[config.mk]
export PLATFORM = sky130hd
export DESIGN_NAME = buffer_arbiter
export DESIGN_NICKNAME = d
export VERILOG_FILES = /design/src/rtl/buffer_arbiter.sv
export SDC_FILE = /design/constraint.sdc
export NUM_CORES = 1
export LEC_CHECK = 0
export BUFFER_PORTS_ARGS = -buffer_cell sky130_fd_sc_hd__buf_2
export CORE_UTILIZATION = 28
export CTS_BUF_LIST = sky130_fd_sc_hd__clkbuf_16
export DETAILED_ROUTE_END_ITERATION = 6
export PLACE_DENSITY = 0.55
export SLEW_MARGIN = 10
export SYNTH_ARGS = -nofsm -noshare
export SYNTH_HDL_FRONTEND = slang
export SYNTH_SLANG_ARGS = --single-unit
[constraint.sdc]
create_clock -name clk -period 1.71 [get_ports clk]
set_input_delay 0.513 -clock clk [delete_from_list [all_inputs] [get_ports clk]]
set_output_delay 0.513 -clock clk [all_outputs]
set_load 0.02 [all_outputs]
[src/rtl/buffer_arbiter.sv]
// Round-robin arbiter sharing one single-port BUFFER among NUM_REQ requesters.
// Bounded burst lock, registered BUFFER pins, one-hot read-data return.
module buffer_arbiter #(
    parameter int NUM_REQ    = 2,
    parameter int ADDR_WIDTH = 16,
    parameter int DATA_WIDTH = 16,
    parameter int MAX_LOCK   = 8
) (
    input  logic                          clk,
    input  logic                          rst,
    input  logic [NUM_REQ-1:0]            req_valid,
    output logic [NUM_REQ-1:0]            req_ready,
    input  logic [NUM_REQ-1:0]            req_wen,
    input  logic [NUM_REQ-1:0]            req_lock,
    input  logic [NUM_REQ*ADDR_WIDTH-1:0] req_addr,
    input  logic [NUM_REQ*DATA_WIDTH-1:0] req_wdata,
    output logic [NUM_REQ-1:0]            rsp_valid,
    output logic [DATA_WIDTH-1:0]         rsp_rdata,
    output logic                          mem_cen,
    output logic                          mem_wen,
    output logic [ADDR_WIDTH-1:0]         mem_addr,
    output logic [DATA_WIDTH-1:0]         mem_wdata,
    input  logic [DATA_WIDTH-1:0]         mem_rdata
);

    localparam int IW = $clog2(NUM_REQ);
    localparam int CW = $clog2(MAX_LOCK + 1);
    localparam bit LOCK_EN = (MAX_LOCK > 1);
    localparam logic [IW-1:0] LAST_ID = IW'(NUM_REQ - 1);

    typedef enum logic {
        ARB,
        LOCKED
    } state_t;

    state_t        state_q, state_d;
    logic [IW-1:0] last_grant;
    logic [IW-1:0] owner_q, owner_d;
    logic [CW-1:0] lock_cnt_q, lock_cnt_d;
    logic [IW-1:0] gnt_id;
    logic          hs;
    logic [IW-1:0] pend_id;
    logic          pend_rd;

    // Grant: owner only while locked, otherwise first valid after last_grant.
    always_comb begin
        gnt_id    = '0;
        hs        = 1'b0;
        req_ready = '0;
        if (state_q == LOCKED) begin
            if (req_valid[owner_q]) begin
                hs     = 1'b1;
                gnt_id = owner_q;
            end
        end else begin
            for (int i = 1; i <= NUM_REQ; i++) begin
                if (!hs && req_valid[(int'(last_grant) + i) % NUM_REQ]) begin
                    hs     = 1'b1;
                    gnt_id = IW'((int'(last_grant) + i) % NUM_REQ);
                end
            end
        end
        req_ready[gnt_id] = hs;
    end

    always_comb begin
        state_d    = state_q;
        owner_d    = owner_q;
        lock_cnt_d = lock_cnt_q;
        case (state_q)
            ARB: begin
                if (LOCK_EN && hs && req_lock[gnt_id]) begin
                    state_d    = LOCKED;
                    owner_d    = gnt_id;
                    lock_cnt_d = CW'(1);
                end
            end
            LOCKED: begin
                if (hs) begin
                    if (!req_lock[owner_q] ||
                        lock_cnt_q == CW'(MAX_LOCK - 1)) begin
                        state_d    = ARB;
                        lock_cnt_d = '0;
                    end else begin
                        lock_cnt_d = lock_cnt_q + 1'b1;
                    end
                end
            end
            default: state_d = ARB;
        endcase
    end

    always_ff @(posedge clk) begin
        if (rst) begin
            state_q    <= ARB;
            owner_q    <= '0;
            lock_cnt_q <= '0;
            last_grant <= LAST_ID;
            mem_cen    <= 1'b0;
            mem_wen    <= 1'b0;
            mem_addr   <= '0;
            mem_wdata  <= '0;
            pend_id    <= '0;
            pend_rd    <= 1'b0;
            rsp_valid  <= '0;
        end else begin
            state_q    <= state_d;
            owner_q    <= owner_d;
            lock_cnt_q <= lock_cnt_d;
            mem_cen    <= hs;
            pend_rd    <= hs && !req_wen[gnt_id];
            rsp_valid  <= '0;
            if (pend_rd) begin
                rsp_valid[pend_id] <= 1'b1;
            end
            if (hs) begin
                last_grant <= gnt_id;
                mem_wen    <= req_wen[gnt_id];
                mem_addr   <= req_addr[gnt_id*ADDR_WIDTH +: ADDR_WIDTH];
                mem_wdata  <= req_wdata[gnt_id*DATA_WIDTH +: DATA_WIDTH];
                pend_id    <= gnt_id;
            end
        end
    end

    assign rsp_rdata = mem_rdata;

endmodule

Word-level counts from Yosys, hierarchy flattened
Cells that the tools add are included.

cells by class
  add/subtract/negate cells = 3
  multiplexer cells = 35
  reductions and logical operators = 12
  shift operators = 2
  magnitude comparators = 7
  bitwise logic cells = 5
  eq/ne operators = 3

operators with widths
  cell                   count
  $shiftx A32 B6 Y16     2
  $mux W1                28
  $mux W4                3
  $pmux W4 S2            1
  $lt A1 B2 Y1 const B   3
  $lt A2 B3 Y1 const B   2
  $logic_and A1 B1 Y1    5
  $add A4 B1 Y4 const B  1
  $eq A4 B3 Y1 const B   1
  $reduce_and A2 Y1      2
  $logic_not A1 Y1       3
  $add A1 B1 Y1 const B  2
  $and A1 B1 Y1 const A  2
  $and A2 B2 Y2          1
  $demux W1 S1           2
  $ge A1 B1 Y1 const B   2
  $ne A2 B1 Y1 const B   1
  $ne A2 B2 Y1 const B   1
  $not A1 Y1             2
  $pmux W1 S2            1
  $reduce_or A2 Y1       1
  $logic_or A1 B1 Y1     1

storage, ports and cells
  output and inout port bits = 54
  logic and storage cells = 78
  bits in registers = 45

Depth between registers and ports, before layout
Gate-level depths: netlist (run 1).

  depth after elaboration = 16
  mapped depth = 5
  mapped depth without buffers = 5

Worst setup path after synthesis (run 1)
No wires, ideal clock.

  path type = input-to-reg
  start = input req_valid[1]
  end = register mem_addr[0]
  path buffers = 1
  setup slack = 0.220 ns
  arrival time = 1.369 ns
  cell stages on the path = 5
  required time = 1.588 ns
  setup time = 0.122 ns
  cells stage by stage = nand2b_2 -> o2111a_2 -> buf_6 -> and2_0 -> a221o_1

between the ends
  cells in the longest elaborated chain, start to end = 10

RTL lines
  what                                         line  source
  start: declaration                           11    input logic [NUM_REQ-1:0] req_valid,
  $mux W1 (not written as such) (3 in series)  57    if (!hs && req_valid[(int'(last_grant) + i) % NUM_REQ]) begin
  $mux W1                                      57
  $mux W1                                      50    if (state_q == LOCKED) begin
  $logic_not A1 Y1                             57
  $logic_and A1 B1 Y1                          57
  $mux W1                                      57
  $mux W1                                      50
  $shiftx A32 B6 Y16                           119   mem_addr <= req_addr[gnt_id*ADDR_WIDTH +: ADDR_WIDTH];
  end signal: assignment                       119
  end: declaration                             21    output logic [ADDR_WIDTH-1:0] mem_addr,

Parallel ways exist; a longest one is shown, timed or not. The select of a mux whose other input is x is not followed.
A chain may end at the register's enable or synchronous reset.

Worst setup path after layout (run 1)
  start = register last_grant
  end = output req_ready[0]

between the ends
  cells in the longest elaborated chain, start to end = 15

RTL lines
  what                                                                       line    source
  start: declaration                                                         37      logic [IW-1:0] last_grant;
  start signal: assignment                                                   117     last_grant <= gnt_id;
  $add A1 B1 Y1                                                              57, 59
  $mux W1 (not written as such) (3 in series)                                57
  $mux W1                                                                    57
  $mux W1                                                                    50
  $logic_not A1 Y1                                                           57
  $logic_and A1 B1 Y1                                                        57
  $mux W1                                                                    57
  $mux W1                                                                    50
  $lt A1 B2 Y1 (not written as such) / $ge A1 B1 Y1 (equally long branches)  63      req_ready[gnt_id] = hs;
  $logic_and A1 B1 Y1 (not written as such)                                  63
  $mux W1 (not written as such)                                              63
  $demux W1 S1                                                               63
  $and A2 B2 Y2 (no line) (*)                                                n/a
  end: declaration                                                           12      output logic [NUM_REQ-1:0] req_ready,

Mark *: on every way between the ends. The rest lies on a longest branch, timed or not. The select of a mux whose other input is x is not followed.

==> flow_summary.rst, run 1 <==
.. list-table::
   :header-rows: 1

   * - Metric
     - Value
   * - Maximum number of pins on one net before global-route repair
     - 33
   * - Final count of hold timing violations
     - 0
   * - Reg2Reg Launch Point
     - last_grant$_SDFFE_PP1N_
   * - Worst EP required
     - between 1000 and 1500 ps
   * - Ys flop type
     - dfxtp_1
   * - Combinational fraction of design power
     - between 20% and 30%
   * - Largest area contributor in the synthesized netlist
     - dfxtp_1
   * - Category of the worst setup path capture point
     - primary output
   * - Total count of max-transition violations in the final report
     - 0
   * - FF+latch area
     - 905 µm²
   * - Async set-reset flop share out of synthesis
     - 0%
   * - Worst slew margin
     - 66.5%
   * - Placed cell areas
     - between 2000 and 3000 µm²
   * - Count of flip-flops with a built-in enable after synthesis
     - 0
   * - Overall die area
     - 7520 µm²
   * - First-pass GRT wire length
     - slightly below 8 mm
   * - CP Cell Sequence
     - nand2b_4 -> o211ai_1 -> inv_1 -> buf_6
   * - CP max stage cell
     - dfxtp_2
   * - Post-route cell area
     - ~2800 µm²
   * - Total Wirelength
     - ~5.2 mm
   * - Average cell area after synthesis
     - 10.4 µm²
   * - Drt initial violations
     - 69
   * - First-pass iteration count of the detailed router
     - 4
   * - Share of the clock period used by the worst path
     - between 90% and 100%
   * - Clock edge transition at the registers on the reported setup and hold paths
     - 60 ps
   * - Final Total Pwr
     - approximately 2.7 mW
   * - Top area cells in the synthesized netlist
     - dfxtp_1, a221o_1, and2_0, buf_4, buf_6
   * - Flop pwr share
     - between 40% and 50%
   * - Peak fanout along the critical path
     - 3
   * - Sequential share of the synthesized area
     - 44.8%
   * - Total congestion overflow after global routing
     - 0
   * - Ratio of total power to cell area
     - 953 nW/µm²
   * - Area occupied by multi-input gates
     - roughly 910 µm²
   * - Switching pwr
     - between 0.7 and 0.8 mW
   * - Wire per inst
     - 13.0 µm
   * - Number of synthesized register bits
     - 45
   * - Reg2Reg Setup Slack
     - about 60 ps
   * - DP Wirelength
     - between 3 and 4 mm
   * - Number of sinks handled by clock tree synthesis
     - 45
   * - RSZ-0062 raised after global routing
     - true
   * - Worst Path Arrival
     - around 1200 ps
   * - Number of I/O pins
     - 142
   * - DR vias/cell
     - between 4 and 5
   * - Number of cells on the worst reg-to-reg path
     - 5
   * - Maximum cell stage delay along the critical path
     - between 300 and 400 ps
   * - Element type at the critical path start
     - register
   * - Vias in the first global route
     - about 1700
   * - Combined area of all synthesized cells
     - between 2000 and 2500 µm²
   * - Most common library cells after synthesis
     - dfxtp_1, a221o_1, and2_0
   * - Area Overhead vs Synth
     - 40.8%
   * - Vias after detailed routing
     - about 1800
   * - Count of buffers inserted at the top-level ports
     - around 110
   * - Critical Path Start
     - last_grant$_SDFFE_PP1N_
   * - Number of warnings issued by yosys
     - 0
   * - Post-synthesis net count
     - ~280
   * - Sw frac
     - 27.2%
   * - Clock period minus final worst setup slack
     - about 1700 ps
   * - Largest vdd supply drop
     - 0.385 mV
   * - Height of the chip
     - between 80 and 90 µm
   * - Critical path start-end classification
     - reg2out
   * - Clk Latency, worst-skew pair
     - approximately 270 ps
   * - Maximum clock frequency
     - roughly 600 MHz
   * - Clock share of power
     - 33.3%
   * - Number of endpoints failing setup at the final stage
     - 0
   * - Post-route DRC
     - 0
   * - Internal cell power
     - about 2 mW
   * - Number of antenna violations at the first check in global routing
     - 0
   * - Ratio of cells with drive above 1 in the final layout
     - about half
   * - Transition time at the pin with the least slew margin
     - 503 ps
   * - CP Capture Point
     - req_ready[0]
   * - Clock tree skew after final layout
     - approximately 2.1 ps
   * - Area share of the largest cell type after synthesis
     - 44.8%
   * - Layout filler cell count
     - approximately 700
   * - Number of library cell types mapped by synthesis
     - 37
   * - Placeable Area
     - a little under 7000 µm²
   * - Terminus of the critical flop-to-flop path
     - mem_addr[13]$_SDFFE_PP0N_
   * - Standby leakage power
     - 1.34 nW
   * - Clock root buffer
     - clkbuf_16
   * - Initial standard-cell utilization of the core
     - 29.3%
   * - Detail Route Antenna Nets
     - 0
   * - Cell with the most instances after synthesis
     - dfxtp_1
   * - Number of max-cap violations
     - 0
   * - Count of hold buffers inserted by post-cts repair
     - 0
   * - Status
     - completed
   * - Die W
     - around 87 µm
   * - TritonCTS clock tree
     - built
   * - Deepest level of the CTS H-tree
     - 2
   * - GRT Resource Usage Total
     - 13.6%
   * - RD Place Congestion
     - 0.793
   * - Number of standard cells after synthesis
     - around 190
   * - Ant diodes
     - 0
   * - Number of nets in the layout
     - just under 400
   * - Class of the tightest hold or removal check
     - reg2reg
   * - Number of core rows
     - 30
   * - CTS max path bufs
     - 2
   * - Total clock buffers created by CTS
     - 5
logic make-up after synthesis:
group	after synthesis	synth area share (%)
AOI/OAI and AO/OA	52	22.9
DFF	45	44.8
adders and majority gates	1	0.623
muxes	3	1.49
and+or+nand+nor	61	18.6
xor gates and xnor gates	1	0.436
buffers and inverters	30	11.1
layout make-up:
class                           instances  share of cell area, %
Tap cell                               96                   4.25
Clock inverter                          2                  0.398
Sequential cell                        45                   32.0
Clock buffer                            5                   4.42
Inverter                                3                  0.398
Timing Repair Buffer                  131                   26.4
Multi-Input combinational cell        119                   32.1
timing repair:
action | 4_1_cts | 5_1_grt
resized for setup | 9 | 15
setup buffers | 3 | 2
pin swaps | 3 | 7
cloned | 1 | 0
endpoints found under the setup margin | 9 | 33
layer usage:
layer / part of all wire [%] / global-route usage [%]
met2: 48 / 23.5
met4: 1.3 / 5.30
met1: 45 / 16.2
met5: 0 / 0
met3: 5.2 / 3.24
layout by cell type, fill, tap and decap left out, types with 2 or more instances in the layout:
cell type,n
mux2i_1,3
dfxtp_1,42
buf_6,2
a221o_1,32
nor2_4,2
buf_4,20
and2_0,19
o21ai_0,2
inv_1,2
nor2_1,5
and2_1,15
buf_12,2
o211ai_1,4
nand2b_4,2
nand2_1,6
nand2b_1,3
a21oi_1,7
nand3_1,2
dfxtp_2,3
clkbuf_16,5
buf_2,107
worst max-delay path, delay by kind of cell (launching register included):
| kind | cells | cell delay [ps] |
|---|---|---|
| DFF | 1 | 330 |
| buffers and inverters | 2 | 210 |
| AOI/OAI and AO/OA | 1 | 200 |
| and+or+nand+nor | 1 | 140 |
worst min path at each step:
| stage | start | endpoint | depth (start not counted) |
|---|---|---|---|
| 6_report | pend_id$_SDFFE_PP0N_ | rsp_valid[0]$_SDFF_PP0_ | 1 |
| 5_1_grt | req_wdata[18] | mem_wdata[2]$_SDFFE_PP0N_ | 2 |
| 4_1_cts | pend_id$_SDFFE_PP0N_ | rsp_valid[0]$_SDFF_PP0_ | 1 |
| 3_5_place_dp | pend_id$_SDFFE_PP0N_ | rsp_valid[0]$_SDFF_PP0_ | 1 |
| 3_3_place_gp | pend_id$_SDFFE_PP0N_ | rsp_valid[0]$_SDFF_PP0_ | 1 |
| 2_1_floorplan | pend_id$_SDFFE_PP0N_ | rsp_valid[0]$_SDFF_PP0_ | 1 |
registers in the layout (all words and copies together) (netlist names), 2 cells and up:
register	flops
rsp_valid	2
mem_wdata	16
lock_cnt_q	4
mem_addr	16
through the flow:
step | setup TNS, ps | hold slack (ps) | setup WS [ps] | instances | utilization (%)
2_1_floorplan | 0 | 413 | 220 | 193 | -
3_3_place_gp | -5860 | 433 | -186 | 388 | 38.1
3_5_place_dp | -6810 | 426 | -225 | 388 | 38.1
4_1_cts | 0 | 438 | 0.0749 | 399 | 40.8
5_1_grt | -235 | 451 | -46.9 | 401 | 41.2
6_report | 0 | 448 | 40.7 | 401 | 41.2
power groups by stage:
stage	registers, mW	clock network (mW)	logic, mW
CTS	1.20	0.935	0.587
detailed placement	1.22	0	0.564
global route	1.22	0.968	0.643
finish	1.21	0.897	0.592
global placement	1.22	0	0.556
floorplan	1.32	0	0.271
(Power assumes the default switching activity.)
==> run 2, diff against run 1 <==
--- a/config.mk
+++ b/config.mk
@@ -5,6 +5,7 @@
 export SDC_FILE = /design/constraint.sdc
 export NUM_CORES = 1
 export LEC_CHECK = 0
+export ABC_AREA = 1
 export BUFFER_PORTS_ARGS = -buffer_cell sky130_fd_sc_hd__buf_2
 export CORE_UTILIZATION = 28
 export CTS_BUF_LIST = sky130_fd_sc_hd__clkbuf_16
==> run 2 against run 1 <==
  * The run now ends with setup timing left
  * Largest cell class is now registers
  * Fmax decreased by 2.7%
  * Critical endpoint unchanged
  * Final cell count is 18% higher
  * First-iteration DRC count decreased by 17%
==> flow_summary.rst, run 2 <==
.. list-table::
   :header-rows: 1

   * - Metric
     - Value
   * - Maximum clock frequency
     - 583 MHz (was 599 MHz)
   * - Total Wirelength
     - 5.50 mm (was 5.21 mm)
   * - Worst Hold Path EP
     - rsp_valid[0]$_SDFF_PP0_ (unchanged)
   * - Number of nets in the layout
     - 465 (was 394)
   * - Combined area of all synthesized cells
     - 2060 µm² (was 2010 µm²)
   * - Maximum cell stage delay along the critical path
     - 200 ps (was 330 ps)
   * - Sequential share of the synthesized area
     - 43.6% (was 44.8%)
   * - CP Cell Sequence
     - buf_6 -> or2_0 -> nand2_1 -> nand2_4 -> nand2_4 -> inv_4 -> buf_6 (was nand2b_4 -> o211ai_1 -> inv_1 -> buf_6)
   * - DP Wirelength
     - 4.02 mm (was 3.62 mm)
   * - Number of synthesized register bits
     - 45 (unchanged)
   * - Wire per inst
     - 11.6 µm (was 13.0 µm)
   * - Number of standard cells after synthesis
     - 277 (was 193)
   * - Final sum of negative setup slack
     - -6.14 ps (was 0 ps)
   * - DR vias/cell
     - 4.46 (was 4.61)
   * - Status
     - finished, violations left (was completed)
   * - Number of sinks handled by clock tree synthesis
     - 45 (unchanged)
   * - Total congestion overflow after global routing
     - 0 (unchanged)
   * - Highest-count cells in the layout ignoring fill and taps
     - nand2_1, buf_2, dfxtp_1 (was buf_2, dfxtp_1, a221o_1)
   * - Reg2Reg Launch Point
     - state_q$_SDFF_PP0_ (was last_grant$_SDFFE_PP1N_)
   * - Clk Latency, worst-skew pair
     - 280 ps (was 270 ps)
   * - Critical path start-end classification
     - in2out (was reg2out)
   * - Ys flop type
     - dfxtp_1 (unchanged)
   * - First-pass GRT wire length
     - 8.66 mm (was 7.86 mm)
   * - Clock period minus final worst setup slack
     - 1720 ps (was 1670 ps)
   * - Number of I/O pins
     - 142 (unchanged)
   * - Worst Path Arrival
     - 1200 ps (was 1160 ps)
   * - Layout filler cell count
     - 754 (was 691)
   * - Crit path max-delay family
     - simple AND/OR/NAND/NOR gates (was flip-flops)
   * - Initial standard-cell utilization of the core
     - 29.7% (was 29.3%)
   * - Area Overhead vs Synth
     - 38.9% (was 40.8%)
   * - CP max stage cell
     - or2_0 (was dfxtp_2)
   * - Class of the tightest hold or removal check
     - reg2reg (unchanged)
   * - Vias in the first global route
     - 1960 (was 1653)
   * - Post-synthesis net count
     - 366 (was 282)
   * - DP Worst Slack
     - -94.1 ps (was -225 ps)
   * - Number of warnings issued by yosys
     - 0 (unchanged)
   * - Number of antenna violations at the first check in global routing
     - 0 (unchanged)
   * - Clock root buffer
     - clkbuf_16 (unchanged)
   * - Largest vdd supply drop
     - 0.376 mV (was 0.385 mV)
   * - GRT Resource Usage Total
     - 14.3% (was 13.6%)
   * - Die W
     - 87.9 µm (was 86.7 µm)
   * - Number of endpoints failing setup at the final stage
     - 1 (was 0)
   * - First-pass iteration count of the detailed router
     - 4 (unchanged)
   * - Hold_sp
     - pend_id$_SDFFE_PP0N_ (unchanged)
   * - Hold path depth
     - 1 (unchanged)
   * - Placeable Area
     - 6940 µm² (was 6870 µm²)
   * - Ant diodes
     - 0 (unchanged)
   * - Terminus of the critical flop-to-flop path
     - mem_addr[8]$_SDFFE_PP0N_ (was mem_addr[13]$_SDFFE_PP0N_)
   * - Setup WS post-layout
     - -6.14 ps (was 40.7 ps)
   * - Worst EP required
     - 1200 ps (about the same)
   * - Drt initial violations
     - 57 (was 69)
   * - Number of buffers and inverters on the critical path
     - 3 (was 2)
   * - RSZ-0062 raised after global routing
     - true (unchanged)
   * - Ratio of total power to cell area
     - 1200 nW/µm² (was 953 nW/µm²)
   * - Number of library cell types mapped by synthesis
     - 30 (was 37)
   * - Number of max-cap violations
     - 0 (unchanged)
   * - Deepest level of the CTS H-tree
     - 2 (unchanged)
   * - Vias after detailed routing
     - 2109 (was 1848)
   * - Maximum number of pins on one net before global-route repair
     - 34 (was 33)
   * - Ratio of cells with drive above 1 in the final layout
     - 39.5% (was 49.5%)
   * - Peak fanout along the critical path
     - 3 (unchanged)
   * - Top area cells in the synthesized netlist
     - dfxtp_1, nand2_1, buf_4, a31oi_1, nand3_1 (was dfxtp_1, a221o_1, and2_0, buf_4, buf_6)
   * - Count of flip-flops with a built-in enable after synthesis
     - 0 (unchanged)
   * - Failing checks
     - setup timing
   * - Reg2Reg Setup Slack
     - 250 ps (was 60 ps)
   * - Commonest non-fill, non-tap cell in the layout
     - nand2_1 (was buf_2)
   * - Clock edge transition at the registers on the reported setup and hold paths
     - 60 ps (about the same)
   * - Share of the clock period used by the worst path
     - 100% (was 97.6%)
   * - Async set-reset flop share out of synthesis
     - 0% (unchanged)
   * - CTS max path bufs
     - 2 (unchanged)
   * - Overall die area
     - 7720 µm² (was 7520 µm²)
   * - Number of core rows
     - 30 (unchanged)
   * - RD Place Congestion
     - 0.715 (was 0.793)
   * - Cell with the most instances after synthesis
     - nand2_1 (was dfxtp_1)
   * - Leading registers by flop count
     - mem_addr: 16 flops, mem_wdata: 16 flops, lock_cnt_q: 4 flops (unchanged)
   * - Post-route DRC
     - 0 (unchanged)
   * - TritonCTS clock tree
     - built (unchanged)
   * - Largest area contributor in the synthesized netlist
     - dfxtp_1 (unchanged)
   * - Clock tree skew after final layout
     - 5.38 ps (was 2.15 ps)
   * - Element type at the critical path start
     - input pin (was register)
   * - Total clock buffers created by CTS
     - 5 (unchanged)
   * - Area share of the largest cell type after synthesis
     - 43.6% (was 44.8%)
   * - Transition time at the pin with the least slew margin
     - 384 ps (was 503 ps)
   * - Category of the worst setup path capture point
     - primary output (unchanged)
   * - Total count of max-transition violations in the final report
     - 0 (unchanged)
   * - Height of the chip
     - 87.9 µm (was 86.7 µm)
   * - Worst slew margin
     - 74.4% (was 66.5%)
   * - Detail Route Antenna Nets
     - 0 (unchanged)
   * - Number of cells on the worst reg-to-reg path
     - 8 (was 5)
   * - Final count of hold timing violations
     - 0 (unchanged)
   * - Average cell area after synthesis
     - 7.45 µm² (was 10.4 µm²)
   * - Count of buffers inserted at the top-level ports
     - 109 (unchanged)
   * - Standby leakage power
     - 1.44 nW (was 1.34 nW)
   * - Most common library cells after synthesis
     - nand2_1, dfxtp_1, a31oi_1 (was dfxtp_1, a221o_1, and2_0)
run 2: cell count changes after synthesis, moves of 7 or more:
cell and delta:
nand3_1 +8, and2_0 -32, nand2_1 +110, a221o_1 -32, buf_4 +7, inv_1 +8
a31oi_1 +27
run 2: worst max-delay path by stage:
| stage | start | to | slack [ps] | cells past startpoint |
|---|---|---|---|---|
| after detailed placement | req_valid[0] | mem_wdata[6]$_SDFFE_PP0N_ | -90 | 9 |
| after global placement | req_valid[1] | req_ready[0] | -80 | 7 |
| after floorplan | req_valid[1] | req_ready[0] | 40 | 6 |
| after CTS | req_valid[0] | req_ready[0] | -30 | 7 |
| final | req_valid[1] | req_ready[0] | -6 | 7 |
| after global routing | req_valid[1] | req_ready[0] | -50 | 7 |
run 2: cell type report:
| class | instances | area, µm² | area share (%) |
|---|---|---|---|
| timing repair buffer | 121 | 686 | 23.9 |
| inverter | 16 | 66.3 | 2.31 |
| tap | 96 | 120 | 4.19 |
| sequential | 45 | 906 | 31.6 |
| clock inverter | 3 | 65.1 | 2.27 |
| multi-input combinational | 187 | 900 | 31.4 |
| clock buffer | 5 | 125 | 4.36 |
run 2: per-stage QoR:
stage	std cells	total power [mW]	instance area, µm²	hold slack, ps	util [%]
finish	473	3.45	2870	420	41.3
global route	473	3.66	2870	427	41.3
CTS	472	3.49	2850	420	41.0
detailed placement	463	2.21	2620	415	37.7
global placement	463	2.20	2620	399	37.7
floorplan	277	1.94	2060	392	-
run 2: repair_timing:
action,CTS,global route
setup buffers,1,1
endpoints found under the setup margin,2,2
pin swaps,4,4
hold buffers,0,0
gates resized for setup,8,4
endpoints found under the hold margin,0,0
run 2: logic make-up (layout without fill, tap and decap cells):
kind of cell,after synthesis,count (layout),share of synthesized area (%)
flip-flops,45,45,43.6
AND/OR/NAND/NOR,147,147,30.5
adder cells (fa/ha/maj),1,1,0.606
buffers and inverters,45,145,13.4
AO/OA/AOI/OAI,39,39,11.8
run 2: power breakdown:
part | internal, mW | leakage [nW] | switching, mW
Combinational | 0.369 | 0.971 | 0.584
Sequential | 1.19 | 0.373 | 0.0782
Clock | 0.834 | 0.0938 | 0.392
Total | 2.39 | 1.44 | 1.05
run 2: routing by layer:
metal | vias to the layer above | track usage (%) | part of all wire (%)
li1 | 1076 | - | -
met1 | 954 | 16.3 | 43
met2 | 71 | 25.9 | 50
met3 | 8 | 3.58 | 5.2
met4 | 0 | 5.07 | 1.2
met5 | - | 0 | 0
